[src/rtl/seg_scan_mux.sv]
`timescale 1ns/1ps
// seg_scan_mux: time-multiplexed driver for an active-low multi-digit segment display.
// Latency: en/seg_in/blink_mask reach anode/cathode one clk later; digit advances every REFRESH_DIV clks.
// No backpressure. Define SEG_SCAN_BLANK_GAP_EN to insert a BLANK_CYCLES anti-ghost gap between digits.
module seg_scan_mux #(
  parameter int NUM_DIGITS   = 4,
  parameter int SEG_W        = 7,
  parameter int REFRESH_DIV  = 100000,
  parameter int BLINK_TICKS  = 256,
  parameter int BLANK_CYCLES = 16
) (
  input  logic                             clk,
  input  logic                             rst,
  input  logic                             en,
  input  logic [NUM_DIGITS*SEG_W-1:0]      seg_in,
  input  logic [NUM_DIGITS-1:0]            blink_mask,
  output logic [SEG_W-1:0]                 cathode,
  output logic [NUM_DIGITS-1:0]            anode,
  output logic [$clog2(NUM_DIGITS)-1:0]    scan_idx
);

  localparam int IDX_W = $clog2(NUM_DIGITS);
  localparam int PRE_W = $clog2(REFRESH_DIV);
  localparam int BLK_W = (BLINK_TICKS > 1) ? $clog2(BLINK_TICKS) : 1;

  localparam logic [IDX_W-1:0] IDX_MAX = IDX_W'(NUM_DIGITS - 1);
  localparam logic [PRE_W-1:0] PRE_MAX = PRE_W'(REFRESH_DIV - 1);
  localparam logic [BLK_W-1:0] BLK_MAX = BLK_W'(BLINK_TICKS - 1);

  logic [PRE_W-1:0] pre_q, pre_d;
  logic [IDX_W-1:0] idx_q, idx_d, idx_inc;
  logic [BLK_W-1:0] blk_cnt_q, blk_cnt_d;
  logic             phase_q, phase_d;
  logic             tick;
  logic             blank;

  logic [SEG_W-1:0]      sel_seg;
  logic                  sel_blink;
  logic [NUM_DIGITS-1:0] dec_anode;
  logic [SEG_W-1:0]      cathode_d;
  logic [NUM_DIGITS-1:0] anode_d;

  // Next digit index, wrapping at the last real digit so unused codes are never reached.
  assign idx_inc = (idx_q == IDX_MAX) ? '0 : idx_q + 1'b1;

`ifdef SEG_SCAN_BLANK_GAP_EN
  localparam int GAP_W = (BLANK_CYCLES > 1) ? $clog2(BLANK_CYCLES) : 1;
  localparam logic [GAP_W-1:0] GAP_MAX = GAP_W'(BLANK_CYCLES - 1);

  typedef enum logic {SHOW, GAP} gap_state_t;

  gap_state_t       state_q, state_d;
  logic [GAP_W-1:0] gap_cnt_q, gap_cnt_d;

  // Gap FSM state register.
  always_ff @(posedge clk or posedge rst) begin
    if (rst) begin
      state_q   <= SHOW;
      gap_cnt_q <= '0;
    end else begin
      state_q   <= state_d;
      gap_cnt_q <= gap_cnt_d;
    end
  end

  // Slot timing: a tick opens the gap; the digit only advances when the gap closes.
  always_comb begin
    state_d   = state_q;
    gap_cnt_d = gap_cnt_q;
    pre_d     = pre_q;
    idx_d     = idx_q;
    tick      = 1'b0;
    case (state_q)
      SHOW: begin
        if (pre_q == PRE_MAX) begin
          tick      = 1'b1;
          pre_d     = '0;
          state_d   = GAP;
          gap_cnt_d = '0;
        end else begin
          pre_d = pre_q + 1'b1;
        end
      end
      GAP: begin
        pre_d = '0;
        if (gap_cnt_q == GAP_MAX) begin
          state_d = SHOW;
          idx_d   = idx_inc;
        end else begin
          gap_cnt_d = gap_cnt_q + 1'b1;
        end
      end
      default: state_d = SHOW;
    endcase
  end

  assign blank = (state_d == GAP);
`else
  // Gap length only matters when the gap feature is compiled in.
  if (BLANK_CYCLES < 1) begin : g_blank_cycles_unused
  end

  // Slot timing: free-running prescaler, digit advances directly on tick.
  always_comb begin
    tick  = (pre_q == PRE_MAX);
    pre_d = tick ? '0 : pre_q + 1'b1;
    idx_d = tick ? idx_inc : idx_q;
  end

  assign blank = 1'b0;
`endif

  // Blink counter counts ticks; phase flips on its wrap and is visible to the digit advanced by the same tick.
  always_comb begin
    blk_cnt_d = blk_cnt_q;
    phase_d   = phase_q;
    if (tick) begin
      if (blk_cnt_q == BLK_MAX) begin
        blk_cnt_d = '0;
        phase_d   = ~phase_q;
      end else begin
        blk_cnt_d = blk_cnt_q + 1'b1;
      end
    end
  end

  // Output mux: pick the slice for the digit that will be selected next cycle, then apply enable/gap/blink blanking.
  always_comb begin
    sel_seg   = '1;
    sel_blink = 1'b0;
    dec_anode = '1;
    for (int i = 0; i < NUM_DIGITS; i++) begin
      if (idx_d == IDX_W'(i)) begin
        sel_seg                    = seg_in[i*SEG_W +: SEG_W];
        sel_blink                  = blink_mask[i];
        dec_anode[NUM_DIGITS-1-i]  = 1'b0;
      end
    end
    if (!en || blank) begin
      anode_d   = '1;
      cathode_d = '1;
    end else begin
      anode_d   = dec_anode;
      cathode_d = (sel_blink && !phase_d) ? '1 : sel_seg;
    end
  end

  // Scan state and registered display outputs.
  always_ff @(posedge clk or posedge rst) begin
    if (rst) begin
      pre_q     <= '0;
      idx_q     <= '0;
      blk_cnt_q <= '0;
      phase_q   <= 1'b0;
      anode     <= '1;
      cathode   <= '1;
    end else begin
      pre_q     <= pre_d;
      idx_q     <= idx_d;
      blk_cnt_q <= blk_cnt_d;
      phase_q   <= phase_d;
      anode     <= anode_d;
      cathode   <= cathode_d;
    end
  end

  assign scan_idx = idx_q;

endmodule

[config.mk]
export PLATFORM = sky130hd
export DESIGN_NAME = seg_scan_mux
export DESIGN_NICKNAME = d
export VERILOG_FILES = /design/src/rtl/seg_scan_mux.sv
export SDC_FILE = /design/constraint.sdc
export NUM_CORES = 1
export LEC_CHECK = 0
export CORE_MARGIN = 4
export CORE_UTILIZATION = 30
export DETAILED_ROUTE_END_ITERATION = 7
export GPL_TIMING_DRIVEN = 0
export PLACE_DENSITY = 0.59
export SLEW_MARGIN = 30
export SYNTH_ARGS = -nofsm -noshare
export SYNTH_HDL_FRONTEND = slang
export SYNTH_SLANG_ARGS = --single-unit
export TNS_END_PERCENT = 20
[constraint.sdc]
create_clock -name clk -period 2.54 [get_ports clk]
set_clock_uncertainty 0.2 [all_clocks]
set_input_delay 0.254 -clock clk [delete_from_list [all_inputs] [get_ports clk]]
set_output_delay 0.254 -clock clk [all_outputs]
set_load 0.01 [all_outputs]
==> results of run 1 <==
Yosys cell counts, types with 2 or more instances:
cell type,count,area (sq um)
nand2_1,13,48.8
xor2_1,7,61.3
nand4_1,8,50.1
a211oi_1,15,113
dfrtp_1,28,701
inv_1,8,30.0
o21ai_0,6,30.0
nor3_1,4,20.0
o32ai_1,5,43.8
nor4b_1,7,61.3
nor4_1,2,12.5
o221ai_1,2,17.5
o211a_1,5,50.1
and3_1,3,18.8
nand3_1,11,55.1
nor2_1,13,48.8
o31ai_1,3,22.5
ha_1,3,37.5
dfstp_2,11,289
nor3b_1,5,37.5
clkbuf_1,2,7.51
xnor2_1,11,96.3
how the worst max path moves through the flow:
stage | to | from | slack, ns | cells after the start
CTS | cathode[5] | pre_q[14] | -0.1 | 7
detailed placement | cathode[4] | pre_q[12] | -0.42 | 5
global placement | cathode[3] | pre_q[11] | -0.43 | 6
global route | cathode[6] | pre_q[13] | -0.20 | 8
floorplan | cathode[5] | pre_q[11] | -0.07 | 7
finish | cathode[6] | pre_q[8] | -0.10 | 7
metrics by stage:
stage / power [mW] / instances / setup TNS, ns
2_1_floorplan: 0.677 / 198 / -0.357
6_report: 1.29 / 372 / -0.389
4_1_cts: 1.29 / 362 / -0.514
5_1_grt: 1.35 / 372 / -0.832
3_3_place_gp: 0.752 / 341 / -3.45
3_5_place_dp: 0.756 / 342 / -3.56
flip-flops by register name, summed over array words and instances, names as in the netlist:
signal and flops:
blk_cnt_q 8, pre_q 17, phase_q 1, cathode 7
scan_idx 2, anode 4
layout by cell type (no fill, tap or decap), types with 3 or more instances in the layout:
master	n
inv_1	7
dfrtp_1	26
and3_1	3
o21ai_0	6
xnor2_1	11
a211oi_2	7
buf_4	20
a211oi_1	3
clkbuf_8	5
dfstp_2	11
clkdlybuf4s50_1	47
nor4b_1	3
o32ai_1	3
nand4_1	8
nand2_1	13
o211a_1	5
xor2_1	7
nand3_1	11
a211oi_4	6
nor3b_1	5
nor2_1	12
nor3_1	4
ha_1	3
nor4b_2	3
metal layers:
metal	up-vias	GRT usage, %	part of all wire [%]
li1	906	-	-
met1	901	17.5	44
met2	39	21.3	50
met3	15	2.79	3.2
met4	0	6.44	3.7
met5	-	0	0
worst reg2reg max path, stage by stage, from the launching register on:
cell      delay [ns]
dfrtp_1         0.43
or4b_4          0.61
o41a_1          0.50
a21oi_4         0.18
inv_4           0.09
buf_12          0.16
a211oi_2        0.28
o32ai_1         0.12
power by group through the flow:
stage / Clock, mW / Combinational [mW] / Sequential [mW]
6_report: 0.524 / 0.135 / 0.631
5_1_grt: 0.573 / 0.145 / 0.632
4_1_cts: 0.541 / 0.120 / 0.631
3_5_place_dp: 0 / 0.113 / 0.643
3_3_place_gp: 0 / 0.109 / 0.643
2_1_floorplan: 0 / 0.0312 / 0.646
cell type report:
cell class | count | share of cell area [%]
plain buffers | 3 | 0.954
inverters | 10 | 1.30
clock inverters | 3 | 1.34
well taps | 96 | 3.66
flip-flops and latches | 39 | 30.3
repair buffers | 70 | 20.3
multi-input cells | 146 | 40.1
clock buffers | 5 | 2.10
what timing repair did:
item | CTS | global route
hold buffers | 1 | 0
setup buffers | 11 | 10
resized for setup | 12 | 35
pin swaps | 7 | 10
endpoints found under the hold margin | 3 | 0
gates cloned | 0 | 0
endpoints found under the setup margin | 21 | 10
cells by family after synthesis:
group / Yosys count / synth area share, %
AOI/OAI and AO/OA: 48 / 19.3
xor gates and xnor gates: 18 / 7.41
adders and majority gates: 3 / 1.76
buffers and inverters: 13 / 2.76
DFF: 39 / 46.5
muxes: 1 / 0.705
and+or+nand+nor: 76 / 21.5
==> impl_metrics.env, run 1 <==
export IMPL_path_class="register to register"
export IMPL_final_hold_viol_count=0
export IMPL_dp_hpwl_microns=3950
export IMPL_critPathRequiredTime_ns=2.55
export IMPL_dieArea_sq_um=8510
export IMPL_maxSlewHeadroom_pct=50.5
export IMPL_clkPwrFrac_pct=40.6
export IMPL_final_cell_area_sq_um=3280
export IMPL_dpl_cell_area_sq_um=2750
export IMPL_root_buffer="clkbuf_8"
export IMPL_ioPinCount=48
export IMPL_grt_pass1_wl_microns=9100
export IMPL_diodes=0
export IMPL_nNetsFinal=313
export IMPL_setup_ws_ns=-0.100
export IMPL_rows=30
export IMPL_cp_slowest_cell="or4b_4"
export IMPL_max_freq_ghz=0.379
export IMPL_min_period_ns=2.64
export IMPL_syn_nets=236
export IMPL_maxCapViolCount=0
export IMPL_drv_slew=0
export IMPL_synth_area_sq_um=2130
export IMPL_leakage_nw=1.32
export IMPL_power_switching_mw=0.285
export IMPL_track_usage_pct=13.5
export IMPL_htree_levels=2
export IMPL_antenna_found_initial=0
export IMPL_fin_util_pct=48.0
export IMPL_tightest_slew_ns=0.742
export IMPL_syn_to_final_growth_pct=54.0
export IMPL_min_delay_start="blk_cnt_q[6]"
export IMPL_area_sequential_sq_um=992
export IMPL_grt_overflow=0
export IMPL_worstSetupEndpointType="register"
export IMPL_start_util_pct=31.2
export IMPL_syn_area_per_cell_sq_um=10.7
export IMPL_ir_worst_vdd_mv=0.203
export IMPL_rrSetupSlack_ns=-0.10
export IMPL_cts_tree="yes"
export IMPL_violations="negative setup slack"
export IMPL_p_int_mw=1.01
export IMPL_drt_initial_drc_count=56
export IMPL_start_kind="register"
export IMPL_design_core_area_sq_um=6830
export IMPL_seqPwrFrac_pct=48.9
export IMPL_setup_viol=7
export IMPL_routed_wl_microns=5890
export IMPL_holdPathStages=1
export IMPL_reg2reg_from="pre_q[8]"
export IMPL_synth_seq_area_share_pct=46.5
export IMPL_netlist_cell_type_count=48
export IMPL_netlist_instances=198
export IMPL_cp_buffers_inverters=2
export IMPL_crit_arrival_ns=2.65
export IMPL_cp_top_family="compound AO/OA/AOI/OAI gates"
export IMPL_numPortBuffers=47
export IMPL_die_w_microns=92.2
export IMPL_fill_cells=637
export IMPL_swShare_pct=22.1
export IMPL_cp_cell_sequence="or4b_4 > o41a_1 > a21oi_4 > inv_4 > buf_12 > a211oi_2 > o32ai_1"
export IMPL_hold_path_class="register to register"
export IMPL_wl_per_cell_microns=15.8
export IMPL_drc=0
export IMPL_drt_pass1_iterations=4
export IMPL_holdWs_ns=0.291
export IMPL_status="complete, but fails checks"
export IMPL_clk_path_buf_depth=2
export IMPL_pre_cts_slack_ns=-0.420
export IMPL_place_congestion=0.779
export IMPL_ant_nets=0
export IMPL_ys_ff_latch=39
export IMPL_pwr_share_comb_pct=10.5
export IMPL_drive_above_1_share_pct=30.1
export IMPL_fp_dieH_microns=92.2
export IMPL_r2r_end="cathode[6]"
export IMPL_period_share_pct=104
export IMPL_worstPathMaxFanout=10
export IMPL_viasPerCell=5.00
export IMPL_cts_clk_slew_worst_paths_ns=0.08
export IMPL_cpPeakStageDelay_ns=0.61
export IMPL_numCtsBuffers=5
export IMPL_ys_warn_count=0
export IMPL_synth_edf_count=0
export IMPL_multi_input_area_sq_um=1310
export IMPL_grt_pass1_vias=1837
export IMPL_async_reset_ff_share_pct=100
export IMPL_dr_total_vias=1861
export IMPL_grt_setup_unrepaired="true"
export IMPL_powerDensity_nw_per_um2=394
export IMPL_grt_max_degree=30
export IMPL_clock_latency_ns=0.29
export IMPL_ys_flop_type="dfrtp_1"
export IMPL_r2r_cells=7
export IMPL_hold_end="blk_cnt_q[6]"
export IMPL_cts_sinks=39
(Power assumes the default switching activity.)
==> run 2, diff against run 1 <==
--- a/config.mk
+++ b/config.mk
@@ -7,9 +7,11 @@
 export LEC_CHECK = 0
 export CORE_MARGIN = 4
 export CORE_UTILIZATION = 30
+export CTS_CLUSTER_DIAMETER = 50
 export DETAILED_ROUTE_END_ITERATION = 7
 export GPL_TIMING_DRIVEN = 0
 export PLACE_DENSITY = 0.59
+export REMOVE_ABC_BUFFERS = 1
 export SLEW_MARGIN = 30
 export SYNTH_ARGS = -nofsm -noshare
 export SYNTH_HDL_FRONTEND = slang
==> run 2 against run 1 <==
The flow still finishes with violations (negative setup slack). Cell area decreased by 3.4%. Clock-buffer cell count unchanged. Register-to-register slack improved by 0.03 ns. Combinational power decreased by 8%. Global-route usage increased by 0.18 points. Power decreased by 1.9%.
==> impl_metrics.env, run 2 (synthesis results as in run 1) <==
export IMPL_clkPwrFrac_pct=40.4
export IMPL_fill_cells=661
export IMPL_cp_top_family="compound AO/OA/AOI/OAI gates"
export IMPL_powerDensity_nw_per_um2=400
export IMPL_p_int_mw=0.993
export IMPL_cts_sinks=39
export IMPL_nNetsFinal=313
export IMPL_drv_slew=0
export IMPL_min_period_ns=2.61
export IMPL_violations="negative setup slack"
export IMPL_grt_pass1_vias=1863
export IMPL_cp_cell_sequence="or4b_4 > o41a_1 > a21oi_4 > inv_6 > a211oi_4 > buf_6 > o32ai_1"
export IMPL_grt_pass1_wl_microns=9210
export IMPL_start_util_pct=31.2
export IMPL_place_congestion=0.738
export IMPL_dieArea_sq_um=8510
export IMPL_ant_nets=0
export IMPL_maxSlewHeadroom_pct=46.7
export IMPL_largest_register_ffs=17
export IMPL_met1_usage_pct=17.5
export IMPL_setup_ws_ns=-0.0716
export IMPL_design_core_area_sq_um=6830
export IMPL_antenna_found_initial=0
export IMPL_cp_buffers_inverters=2
export IMPL_start_kind="register"
export IMPL_drc=0
export IMPL_cpPeakStageDelay_ns=0.59
export IMPL_grt_setup_unrepaired="true"
export IMPL_grt_use_met3_pct=3.45
export IMPL_period_share_pct=103
export IMPL_wl_per_cell_microns=15.3
export IMPL_grt_busiest_layer="met2"
export IMPL_pre_cts_slack_ns=-0.735
export IMPL_crit_arrival_ns=2.61
export IMPL_final_common_cell="clkdlybuf4s50_1"
export IMPL_maxCapViolCount=0
export IMPL_die_w_microns=92.2
export IMPL_rows=30
export IMPL_worstSetupEndpointType="register"
export IMPL_critPathRequiredTime_ns=2.54
export IMPL_max_freq_ghz=0.383
export IMPL_regMostFlops="pre_q"
export IMPL_leakage_nw=1.29
export IMPL_reg_top3="pre_q (17), blk_cnt_q (8), cathode (7)"
export IMPL_ir_worst_vdd_mv=0.245
export IMPL_hold_path_class="primary input to async pin"
export IMPL_root_buffer="clkbuf_8"
export IMPL_dp_hpwl_microns=3920
export IMPL_final_cell_mix="clkdlybuf4s50_1, dfrtp_1, buf_4"
export IMPL_ioPinCount=48
export IMPL_drt_initial_drc_count=92
export IMPL_fin_util_pct=46.4
export IMPL_grt_overflow=0
export IMPL_viasPerCell=5.12
export IMPL_track_usage_pct=13.6
export IMPL_power_switching_mw=0.272
export IMPL_tightest_slew_ns=0.797
export IMPL_path_class="register to register"
export IMPL_swShare_pct=21.5
export IMPL_seqPwrFrac_pct=49.9
export IMPL_numPortBuffers=47
export IMPL_pwr_share_comb_pct=9.8
export IMPL_use_met2_pct=22.6
export IMPL_clk_path_buf_depth=2
export IMPL_drt_pass1_iterations=4
export IMPL_grt_max_degree=22
export IMPL_htree_levels=2
export IMPL_cts_tree="yes"
export IMPL_status="complete, but fails checks"
export IMPL_clock_latency_ns=0.29
export IMPL_numCtsBuffers=5
export IMPL_diodes=0
export IMPL_final_hold_viol_count=0
export IMPL_worstPathMaxFanout=9
export IMPL_power_mw=1.27
export IMPL_routed_wl_microns=5690
export IMPL_setup_viol=7
export IMPL_drive_above_1_share_pct=26.2
export IMPL_setup_tns_ns=-0.431
export IMPL_dr_total_vias=1899
export IMPL_cp_slowest_cell="or4b_4"
export IMPL_fp_dieH_microns=92.2
export IMPL_stdcell_count=371
export IMPL_cts_clk_slew_worst_paths_ns=0.08
export IMPL_place_inst=341
export IMPL_syn_to_final_growth_pct=48.8
-- run 2: repair_timing --
action	in CTS	in global routing
setup endpoints to repair	15	7
buffers inserted	16	7
hold buffers	0	0
pin swaps	8	4
gates resized for setup	19	8
-- run 2: power by group through the flow --
stage               combinational (mW)  sequential, mW  clock, mW
global placement                 0.107           0.643          0
detailed placement               0.113           0.643          0
CTS                              0.121           0.631      0.530
floorplan                       0.0297           0.646          0
global route                     0.132           0.632      0.554
finish                           0.124           0.631      0.511
-- run 2: final timing paths --
path / endpoint / start / cells after the start / slack (ns)
hold reg to reg: blk_cnt_q[6] / blk_cnt_q[6] / 1 / 0.29
setup reg to reg: cathode[5] / pre_q[13] / 7 / -0.07
setup / recovery: cathode[5] / pre_q[13] / 7 / -0.07
min in group clk: blk_cnt_q[6] / blk_cnt_q[6] / 1 / 0.29
max in group asynchronous: anode[1] / rst / 3 / 1.53
hold / removal: pre_q[4] / rst / 2 / 0.08
-- run 2: worst reg2reg max path, stage by stage (launching register included) --
cell and delay (ns):
dfrtp_1 0.42, or4b_4 0.59, o41a_1 0.51, a21oi_4 0.20, inv_6 0.09, a211oi_4 0.27
buf_6 0.17, o32ai_1 0.08
-- run 2: layout make-up --
class / instances / area [sq um] / share of cell area (%)
well taps: 96 / 120 / 3.79
multi-input cells: 146 / 1200 / 37.8
clock inverters: 2 / 37.5 / 1.19
flip-flops and latches: 39 / 992 / 31.3
inverters: 10 / 45.0 / 1.42
repair buffers: 73 / 706 / 22.3
clock buffers: 5 / 68.8 / 2.17
-- run 2: per-layer routing --
metal	share of wire [%]	wire, microns
met4	1.5	88
met5	0	0
met3	3.3	187
met2	52	2940
met1	43	2470
-- run 2: per-stage QoR --
step | instance area, sq um | hold WS, ns
after floorplan | 2110 | 0.101
after global placement | 2700 | 0.271
after detailed placement | 2740 | 0.276
after CTS | 3070 | 0.0869
after global routing | 3170 | 0.106
final | 3170 | 0.0773
==> run 3, diff against run 2 <==
--- a/config.mk
+++ b/config.mk
@@ -6,11 +6,10 @@
 export NUM_CORES = 1
 export LEC_CHECK = 0
 export CORE_MARGIN = 4
-export CORE_UTILIZATION = 30
+export CORE_UTILIZATION = 45
 export CTS_CLUSTER_DIAMETER = 50
 export DETAILED_ROUTE_END_ITERATION = 7
-export GPL_TIMING_DRIVEN = 0
-export PLACE_DENSITY = 0.59
+export PLACE_DENSITY = 0.81
 export REMOVE_ABC_BUFFERS = 1
 export SLEW_MARGIN = 30
 export SYNTH_ARGS = -nofsm -noshare
==> run 3 against run 2 <==
The run still ends with negative setup slack left. Clock-buffer cell count increased by 1. Register-to-register slack is essentially flat. Combinational power shrank 6%. Wire length grew 3.2%. First-iteration DRC count up 34%. Sequential power hardly changed. Worst setup slack improved by 0.00087 ns. Highest routed layer unchanged. Cell count is 9.4% lower.
==> impl_metrics.env, run 3 (synthesis results as in run 1) <==
export IMPL_status="complete, but fails checks"
export IMPL_violations="negative setup slack"
export IMPL_min_period_ns=2.61
export IMPL_htree_levels=2
export IMPL_root_buffer="clkbuf_8"
export IMPL_viasPerCell=5.72
export IMPL_final_cell_mix="clkdlybuf4s50_1, buf_4, dfrtp_1"
export IMPL_drive_above_1_share_pct=25.0
export IMPL_fp_dieH_microns=76.8
export IMPL_area_sequential_sq_um=990
export IMPL_fin_util_pct=69.6
export IMPL_dieArea_sq_um=5890
export IMPL_seqPwrFrac_pct=46.4
export IMPL_wl_per_cell_microns=17.5
export IMPL_dr_total_vias=1923
export IMPL_die_w_microns=76.8
export IMPL_grt_pass1_wl_microns=9320
export IMPL_swShare_pct=19.6
export IMPL_ir_worst_vdd_mv=0.269
export IMPL_drt_pass1_iterations=4
export IMPL_largest_register_ffs=17
export IMPL_critPathRequiredTime_ns=2.54
export IMPL_crit_arrival_ns=2.61
export IMPL_cp_slowest_cell="or4b_4"
export IMPL_regMostFlops="pre_q"
export IMPL_pwr_share_comb_pct=8.6
export IMPL_dp_hpwl_microns=3950
export IMPL_max_freq_ghz=0.383
export IMPL_dpl_cell_area_sq_um=2860
export IMPL_start_util_pct=47.6
export IMPL_drt_initial_drc_count=123
export IMPL_diodes=0
export IMPL_numPortBuffers=47
export IMPL_setup_viol=6
export IMPL_track_usage_pct=20.1
export IMPL_hold_path_class="primary input to async pin"
export IMPL_ioPinCount=48
export IMPL_holdBufCountCts=0
export IMPL_drv_slew=0
export IMPL_clkPwrFrac_pct=45.1
export IMPL_cpPeakStageDelay_ns=0.60
export IMPL_place_inst=322
export IMPL_nNetsFinal=321
export IMPL_fill_cells=319
export IMPL_final_hold_viol_count=0
export IMPL_multi_input_area_sq_um=1130
export IMPL_reg_top3="pre_q (17), blk_cnt_q (8), cathode (7)"
export IMPL_cts_sinks=39
export IMPL_antenna_found_initial=0
export IMPL_period_share_pct=103
export IMPL_p_int_mw=1.10
export IMPL_routed_wl_microns=5870
export IMPL_worstPathMaxFanout=15
export IMPL_leakage_nw=1.32
export IMPL_cts_tree="yes"
export IMPL_path_class="register to register"
export IMPL_start_kind="register"
export IMPL_maxSlewHeadroom_pct=63.6
export IMPL_stdcell_count=336
export IMPL_cp_top_family="compound AO/OA/AOI/OAI gates"
export IMPL_grt_setup_unrepaired="true"
export IMPL_maxCapViolCount=0
export IMPL_clk_path_buf_depth=2
export IMPL_clock_latency_ns=0.30
export IMPL_final_cell_area_sq_um=3110
export IMPL_grt_pass1_vias=1897
export IMPL_worstSetupEndpointType="register"
export IMPL_grt_max_degree=40
export IMPL_setup_ws_ns=-0.0707
export IMPL_place_congestion=0.850
export IMPL_rows=24
export IMPL_cp_buffers_inverters=2
export IMPL_power_switching_mw=0.266
export IMPL_final_common_cell="clkdlybuf4s50_1"
export IMPL_pre_cts_slack_ns=-0.0406
export IMPL_cts_clk_slew_worst_paths_ns=0.08
export IMPL_tightest_slew_ns=0.541
export IMPL_numCtsBuffers=5
export IMPL_ant_nets=0
export IMPL_holdWs_ns=0.184
export IMPL_design_core_area_sq_um=4470
export IMPL_drc=0
export IMPL_powerDensity_nw_per_um2=437
export IMPL_grt_overflow=0
export IMPL_syn_to_final_growth_pct=46.3
export IMPL_cp_cell_sequence="or4b_4 > o41a_1 > a21oi_2 > inv_4 > a211oi_4 > buf_6 > o32ai_1"
==> run 3: worst paths after layout <==
path	start	depth (start not counted)	slack, ns	end
hold / removal	rst	3	0.18	pre_q[16]
setup / recovery	pre_q[13]	7	-0.07	cathode[2]
max in group asynchronous	rst	3	1.59	cathode[0]
hold reg to reg	blk_cnt_q[6]	1	0.29	blk_cnt_q[6]
min in group clk	blk_cnt_q[6]	1	0.29	blk_cnt_q[6]
setup reg to reg	pre_q[13]	7	-0.07	cathode[2]
==> run 3: worst reg2reg max path: cells and delay by family, from the launching register on <==
family / cells / cell delay (ns)
compound gates: 4 / 1.04
flops: 1 / 0.37
buf+inv: 2 / 0.31
simple gates: 1 / 0.60
==> run 3: cell type report <==
| cell class | count | area share [%] |
|---|---|---|
| multi-input combinational | 146 | 36.3 |
| clock inverter | 2 | 1.93 |
| tap | 52 | 2.09 |
| sequential | 39 | 31.8 |
| inverter | 10 | 1.37 |
| clock buffer | 6 | 2.33 |
| timing repair buffer | 81 | 24.2 |
==> run 3: what timing repair did <==
| item | in CTS | in global routing |
|---|---|---|
| pin swaps | 4 | 0 |
| buffers inserted | 6 | 0 |
| endpoints found under the setup margin | 7 | 7 |
| resized for setup | 8 | 3 |
==> run 3: routing by layer <==
metal  vias to the layer above  track usage (%)  routed length, microns
met5                         -                0                       0
met4                         0             12.0                     230
met3                        17             4.45                     210
met2                        45             32.6                    2980
met1                       936             24.5                    2450
li1                        925                -                       -
==> run 3: through the flow <==
stage | setup TNS, ns | power [mW]
after floorplan | -2.57 | 0.675
after global placement | 0 | 0.754
after detailed placement | -0.0855 | 0.754
after CTS | 0 | 1.37
after global routing | -0.885 | 1.40
final | -0.350 | 1.36
==> run 3: power groups by stage <==
stage / logic (mW) / registers [mW] / clock network (mW)
floorplan: 0.0297 / 0.646 / 0
detailed placement: 0.112 / 0.643 / 0
global route: 0.124 / 0.632 / 0.646
CTS: 0.116 / 0.631 / 0.624
finish: 0.117 / 0.631 / 0.614
global placement: 0.111 / 0.643 / 0
